[src/rtl/bus_init_sequencer_if.sv]
// Control and status bundle between the bus init sequencer and
// the power, trim and data-generator logic.
interface bus_init_sequencer_if;
   logic        start;
   logic [4:0]  n_buses;
   logic        trim_en;
   logic        trim_done;
   logic        abort;
   logic        power_bus_en;
   logic [4:0]  power_bus_cnt;
   logic        start_trim;
   logic        start_init;
   logic        end_init;
   logic        busy;
   logic [31:0] bus_ok;
   logic        err_timeout;

   modport master (
      input  start, n_buses, trim_en, trim_done, abort,
      output power_bus_en, power_bus_cnt, start_trim,
      output start_init, end_init, busy, bus_ok, err_timeout
   );

   modport slave (
      output start, n_buses, trim_en, trim_done, abort,
      input  power_bus_en, power_bus_cnt, start_trim,
      input  start_init, end_init, busy, bus_ok, err_timeout
   );
endinterface

[src/rtl/bus_init_sequencer.sv]
// Brings up CAN buses 0..n_buses one at a time: power pulse, settle,
// optional oscillator trim with timeout; records per-bus pass bitmap.
module bus_init_sequencer #(
   parameter int SETTLE_CYCLES  = 16,
   parameter int TIMEOUT_CYCLES = 4096,
   parameter int CNT_W          = 13
) (
   input logic clk,
   input logic rst,
   bus_init_sequencer_if.master bus
);
   typedef enum logic [2:0] {
      IDLE, POWER, SETTLE, TRIM, WAIT_DONE, NEXT, DONE
   } state_t;

   localparam logic [CNT_W-1:0] SETTLE_LAST  =
      CNT_W'(SETTLE_CYCLES - 1);
   localparam logic [CNT_W-1:0] TIMEOUT_LAST =
      CNT_W'(TIMEOUT_CYCLES - 1);

   state_t            state_q, state_d;
   logic [CNT_W-1:0]  cnt_q, cnt_d;
   logic [4:0]        last_q, last_d;
   logic [4:0]        idx_q, idx_d;
   logic              te_q, te_d;
   logic [31:0]       ok_q, ok_d;
   logic              err_q, err_d;
   logic              pwr_q, pwr_d;
   logic              trim_q, trim_d;
   logic              sinit_q, sinit_d;
   logic              einit_q, einit_d;
   logic              busy_q, busy_d;
   logic              live;

   assign live = (state_q != IDLE) && (state_q != DONE);

   always_comb begin
      state_d = state_q;
      cnt_d   = '0;
      last_d  = last_q;
      idx_d   = idx_q;
      te_d    = te_q;
      ok_d    = ok_q;
      err_d   = err_q;
      pwr_d   = 1'b0;
      trim_d  = 1'b0;
      sinit_d = 1'b0;
      einit_d = 1'b0;
      // abort outranks any completion in the same cycle
      if (live && bus.abort) begin
         state_d = DONE;
         einit_d = 1'b1;
      end else begin
         unique case (state_q)
            IDLE: begin
               if (bus.start) begin
                  state_d = POWER;
                  last_d  = bus.n_buses;
                  te_d    = bus.trim_en;
                  idx_d   = '0;
                  ok_d    = '0;
                  err_d   = 1'b0;
                  pwr_d   = 1'b1;
                  sinit_d = 1'b1;
               end
            end
            POWER: state_d = SETTLE;
            SETTLE: begin
               cnt_d = cnt_q + CNT_W'(1);
               if (cnt_q == SETTLE_LAST) begin
                  cnt_d = '0;
                  if (te_q) begin
                     state_d = TRIM;
                     trim_d  = 1'b1;
                  end else begin
                     state_d       = NEXT;
                     ok_d[idx_q]   = 1'b1;
                  end
               end
            end
            TRIM: state_d = WAIT_DONE;
            WAIT_DONE: begin
               cnt_d = cnt_q + CNT_W'(1);
               if (bus.trim_done) begin
                  state_d     = NEXT;
                  ok_d[idx_q] = 1'b1;
                  cnt_d       = '0;
               end else if (cnt_q == TIMEOUT_LAST) begin
                  state_d = NEXT;
                  err_d   = 1'b1;
                  cnt_d   = '0;
               end
            end
            NEXT: begin
               if (idx_q == last_q) begin
                  state_d = DONE;
                  einit_d = 1'b1;
               end else begin
                  state_d = POWER;
                  idx_d   = idx_q + 5'd1;
                  pwr_d   = 1'b1;
               end
            end
            DONE:    state_d = IDLE;
            default: state_d = IDLE;
         endcase
      end
      busy_d = (state_d != IDLE);
   end

   always_ff @(posedge clk) begin
      if (rst) begin
         state_q <= IDLE;
         cnt_q   <= '0;
         last_q  <= '0;
         idx_q   <= '0;
         te_q    <= 1'b0;
         ok_q    <= '0;
         err_q   <= 1'b0;
         pwr_q   <= 1'b0;
         trim_q  <= 1'b0;
         sinit_q <= 1'b0;
         einit_q <= 1'b0;
         busy_q  <= 1'b0;
      end else begin
         state_q <= state_d;
         cnt_q   <= cnt_d;
         last_q  <= last_d;
         idx_q   <= idx_d;
         te_q    <= te_d;
         ok_q    <= ok_d;
         err_q   <= err_d;
         pwr_q   <= pwr_d;
         trim_q  <= trim_d;
         sinit_q <= sinit_d;
         einit_q <= einit_d;
         busy_q  <= busy_d;
      end
   end

   assign bus.power_bus_en  = pwr_q;
   assign bus.power_bus_cnt = idx_q;
   assign bus.start_trim    = trim_q;
   assign bus.start_init    = sinit_q;
   assign bus.end_init      = einit_q;
   assign bus.busy          = busy_q;
   assign bus.bus_ok        = ok_q;
   assign bus.err_timeout   = err_q;
endmodule

[src/flat_wrapper.sv]
// flat-port wrapper written by rule: the top's interface ports become plain ports
module bus_init_sequencer_flat 
#(
   parameter int SETTLE_CYCLES  = 16,
   parameter int TIMEOUT_CYCLES = 4096,
   parameter int CNT_W          = 13
)
  (clk, rst, bus_start, bus_n_buses, bus_trim_en, bus_trim_done, bus_abort, bus_power_bus_en, bus_power_bus_cnt, bus_start_trim, bus_start_init, bus_end_init, bus_busy, bus_bus_ok, bus_err_timeout);
  bus_init_sequencer_if bus_i ();
  input logic clk;
  input logic rst;
  input wire logic [$bits(bus_i.start)-1:0] bus_start;
  input wire logic [$bits(bus_i.n_buses)-1:0] bus_n_buses;
  input wire logic [$bits(bus_i.trim_en)-1:0] bus_trim_en;
  input wire logic [$bits(bus_i.trim_done)-1:0] bus_trim_done;
  input wire logic [$bits(bus_i.abort)-1:0] bus_abort;
  output wire logic [$bits(bus_i.power_bus_en)-1:0] bus_power_bus_en;
  output wire logic [$bits(bus_i.power_bus_cnt)-1:0] bus_power_bus_cnt;
  output wire logic [$bits(bus_i.start_trim)-1:0] bus_start_trim;
  output wire logic [$bits(bus_i.start_init)-1:0] bus_start_init;
  output wire logic [$bits(bus_i.end_init)-1:0] bus_end_init;
  output wire logic [$bits(bus_i.busy)-1:0] bus_busy;
  output wire logic [$bits(bus_i.bus_ok)-1:0] bus_bus_ok;
  output wire logic [$bits(bus_i.err_timeout)-1:0] bus_err_timeout;
  assign bus_i.start = bus_start;
  assign bus_i.n_buses = bus_n_buses;
  assign bus_i.trim_en = bus_trim_en;
  assign bus_i.trim_done = bus_trim_done;
  assign bus_i.abort = bus_abort;
  assign bus_power_bus_en = bus_i.power_bus_en;
  assign bus_power_bus_cnt = bus_i.power_bus_cnt;
  assign bus_start_trim = bus_i.start_trim;
  assign bus_start_init = bus_i.start_init;
  assign bus_end_init = bus_i.end_init;
  assign bus_busy = bus_i.busy;
  assign bus_bus_ok = bus_i.bus_ok;
  assign bus_err_timeout = bus_i.err_timeout;
  bus_init_sequencer #(.SETTLE_CYCLES(SETTLE_CYCLES), .TIMEOUT_CYCLES(TIMEOUT_CYCLES), .CNT_W(CNT_W)) u_core (.clk(clk), .rst(rst), .bus(bus_i));
endmodule
[config.mk]
export PLATFORM = sky130hd
export DESIGN_NAME = bus_init_sequencer_flat
export DESIGN_NICKNAME = d
export VERILOG_FILES = /design/src/rtl/bus_init_sequencer_if.sv /design/src/rtl/bus_init_sequencer.sv /design/src/flat_wrapper.sv
export SDC_FILE = /design/constraint.sdc
export NUM_CORES = 1
export LEC_CHECK = 0
export CAP_MARGIN = 20
export CELL_PAD_IN_SITES_DETAIL_PLACEMENT = 0
export CELL_PAD_IN_SITES_GLOBAL_PLACEMENT = 1
export CORE_MARGIN = 10
export CORE_UTILIZATION = 39
export DETAILED_ROUTE_END_ITERATION = 8
export GPL_ROUTABILITY_DRIVEN = 0
export PLACE_DENSITY = 0.8
export SETUP_SLACK_MARGIN = 0.1
export SKIP_CTS_REPAIR_TIMING = 1
export SYNTH_ARGS = -nofsm -noshare
export SYNTH_HDL_FRONTEND = slang
export SYNTH_SLANG_ARGS = --single-unit
[constraint.sdc]
create_clock -name clk -period 2.5 [get_ports clk]
set_input_delay 0.625 -clock clk [delete_from_list [all_inputs] [get_ports clk]]
set_output_delay 0.625 -clock clk [all_outputs]
set_load 0.03 [all_outputs]
==> results.json <==
{
  "clock_insertion_delay_worst_skew_ns": 0.34,
  "vias_per_cell": 5.20,
  "crit_path_max_incr_delay_ns": 0.76,
  "grt_pass1_vias": 2269,
  "grt_usage": 0.122,
  "number_of_instances_in_the_synthesized_netlist": 285,
  "final_nets": 365,
  "yosys_warning_count": 0,
  "maxSlewHeadroom": 0.571,
  "clock_transition_at_path_regs_ns": 0.07,
  "critical_path_buf_inv_count": 1,
  "io_pins": 54,
  "critical_path_sink_type": "output port",
  "die_width_um": 104,
  "sum_of_net_half_perimeters_after_detailed_placement_mm": 4.89,
  "synth.yosys.seq_area_share": 0.470,
  "cap_violations": 0,
  "grt_start_max_net_pins": 30,
  "numPortBuffers": 53,
  "ant_nets": 0,
  "setup-violations-final": 0,
  "die_y_um": 104,
  "area_delta_synth_final_pct": 33.4,
  "cpLargestDelayFamily": "buffers and inverters",
  "seq_power_share": 0.411,
  "setup.worst_path.class": "reg2out",
  "tritoncts": "built",
  "syn_nets": 301,
  "root_buffer_cell": "clkbuf_8",
  "power.share.clock": 0.356,
  "cp.arrival_ns": 1.70,
  "tns_ns": 0,
  "cts_max_level": 3,
  "synth_cell_type_count": 44,
  "power.switching_fraction": 0.317,
  "run_status": "completed",
  "peakVddDrop_mv": 0.419,
  "placed_cell_area_um2": 3470,
  "crit_path_max_delay_cell_type": "clkdlybuf4s50_1",
  "cts.sink_count": 65,
  "drcViolationCount": 0,
  "timing.critical_path.required_ns": 1.88,
  "comb_power_share": 0.233,
  "grt-ovfl-total": 0,
  "layout.cell_area.non_filler_um2": 3690,
  "postLayoutCoreUtil": 0.541,
  "postSynth.asyncResetShare": 0,
  "grt_pass1_wl_mm": 11.2,
  "initial_core_util": 0.405,
  "static-leakage-power_nw": 1.32,
  "timing_max_transition_violations_final": 0,
  "drt-initial-drc-count": 79,
  "routed_wire_length_per_instance_um": 15.0,
  "crit_chain": "clkdlybuf4s50_1",
  "rows": 30,
  "fmax_mhz": 430,
  "number_of_buffers_created_by_cts": 9,
  "seqCellArea_um2": 1300,
  "worst_slew_pin_slew_ns": 0.634,
  "area_inside_the_core_boundary_um2": 6830,
  "finalHoldViolations": 0,
  "count_of_vias_placed_by_the_detailed_router": 2339,
  "share_of_the_clock_period_used_by_the_worst_path_after_layout": 0.929,
  "cts.path.max_buffers": 2,
  "synth-edff-count": 0,
  "finalWirelength_mm": 6.77,
  "mappedNetlistArea_um2": 2770,
  "drive_gt1_frac": 0.136,
  "rsz0062_at_grt": "no",
  "firstDrtPassIters": 4,
  "total_switching_power_w": 0.000903,
  "clock-skew-final_ns": 0.00681,
  "num_antenna_cells": 0,
  "cp_max_fo": 13,
  "timing.final.crit_period_ns": 2.32,
  "p_int_w": 0.00195,
  "hold_path.class": "reg2reg",
  "synth-main-ff-cell": "dfxtp_1",
  "combined_area_of_the_multi_input_logic_cells_um2": 1370,
  "critPathLaunchType": "register",
  "postSynthAreaPerCell_um2": 9.72,
  "synth-seq-cells": 65,
  "antenna_violations_before_repair": 0,
  "design.die.area_um2": 10900,
  "p_per_area_nw_per_um2": 771,
  "fill_cells": 646
}
## registers in the layout, summed over array words and instances, names as in the netlist
name                      flops
u_core.bus.bus_ok            32
u_core.bus.busy               1
u_core.bus.end_init           1
u_core.bus.err_timeout        1
u_core.bus.power_bus_cnt      5
u_core.bus.power_bus_en       1
u_core.bus.start_init         1
u_core.bus.start_trim         1
u_core.cnt_q                 13
u_core.last_q                 5
u_core.state_q                3
u_core.te_q                   1
## final cells by class
type	instances	share of cell area
clock buffer	10	0.0373
clock inverter	6	0.0244
inverter	6	0.00610
multi-input combinational	198	0.371
sequential	65	0.353
tap	96	0.0325
timing repair buffer	69	0.176
## layer usage
layer  global-route usage  vias up  wire [µm]
li1                     -     1169          -
met1                0.150     1095       3180
met2                0.189       65       3110
met3               0.0415       10        388
met4               0.0537        0         89
met5                    0        -          0
## cells in the mapped netlist, drive strengths merged, types with 2 or more instances
library cell / count / area, µm²
dfxtp: 65 / 1300
nor4b: 6 / 104
xor2: 4 / 35.0
xnor2: 11 / 96.3
nor3: 9 / 50.1
ha: 5 / 62.6
nand4: 3 / 18.8
clkbuf: 9 / 33.8
a311oi: 3 / 26.3
nor4: 5 / 61.3
a21oi: 13 / 68.8
inv: 6 / 22.5
nor2: 28 / 105
o211ai: 2 / 15.0
a22o: 32 / 280
and3: 5 / 33.8
nand3: 14 / 70.1
or3: 6 / 42.5
buf: 7 / 43.8
nand2b: 7 / 43.8
nor2b: 2 / 12.5
and4b: 2 / 20.0
nand2: 22 / 82.6
o21ai: 9 / 56.3
## worst reg2reg max path, delay by kind of cell (launching register included)
family	cells	cell delay, ns
AOI/OAI and AO/OA	1	0.22
DFF	1	0.54
and+or+nand+nor	4	1.16
## path summary, 6_finish.rpt
check | startpoint | end | slack (ns) | cells after the start
worst min-delay path | u_core.cnt_q[0] | u_core.cnt_q[0] | 0.46 | 1
worst min register to register | u_core.cnt_q[0] | u_core.cnt_q[0] | 0.46 | 1
worst max register to register | u_core.state_q[1] | u_core.bus.bus_ok[4] | 0.51 | 5
worst max-delay path | u_core.bus.power_bus_cnt[3] | bus_power_bus_cnt[3] | 0.18 | 1
## placed cells by master, fill, tap and decap left out, types with 10 or more instances in the layout
| master | n |
|---|---|
| a21oi_1 | 12 |
| a22o_1 | 32 |
| nor2_1 | 27 |
| buf_4 | 16 |
| dfxtp_1 | 64 |
| clkbuf_8 | 10 |
| xnor2_1 | 11 |
| nand3_1 | 14 |
| nand2_1 | 22 |
| clkdlybuf4s50_1 | 53 |
## logic make-up after synthesis
family / Yosys count / synth area share
DFF: 65 / 0.470
adders and majority gates: 5 / 0.0226
buffers and inverters: 22 / 0.0361
and+or+nand+nor: 111 / 0.240
xor gates and xnor gates: 15 / 0.0474
muxes: 1 / 0.00361
AOI/OAI and AO/OA: 66 / 0.181
## stage by stage
stage / instances / hold WS (ns) / setup WS, ns / power, W
2_1_floorplan: 285 / 0.430 / 0.641 / 0.00165
3_3_place_gp: 434 / 0.443 / 0.148 / 0.00186
3_5_place_dp: 434 / 0.451 / 0.0869 / 0.00186
4_1_cts: 450 / 0.468 / 0.156 / 0.00288
5_1_grt: 450 / 0.488 / 0.110 / 0.00298
6_report: 450 / 0.460 / 0.177 / 0.00285
## power groups by stage
stage	clock network [W]	logic, W	registers [W]
after floorplan	0	0.000455	0.00120
after CTS	0.00104	0.000668	0.00117
after detailed placement	0	0.000665	0.00119
after global placement	0	0.000662	0.00119
final	0.00101	0.000665	0.00117
after global routing	0.00108	0.000724	0.00118
Power figures use the tool's default switching activity.
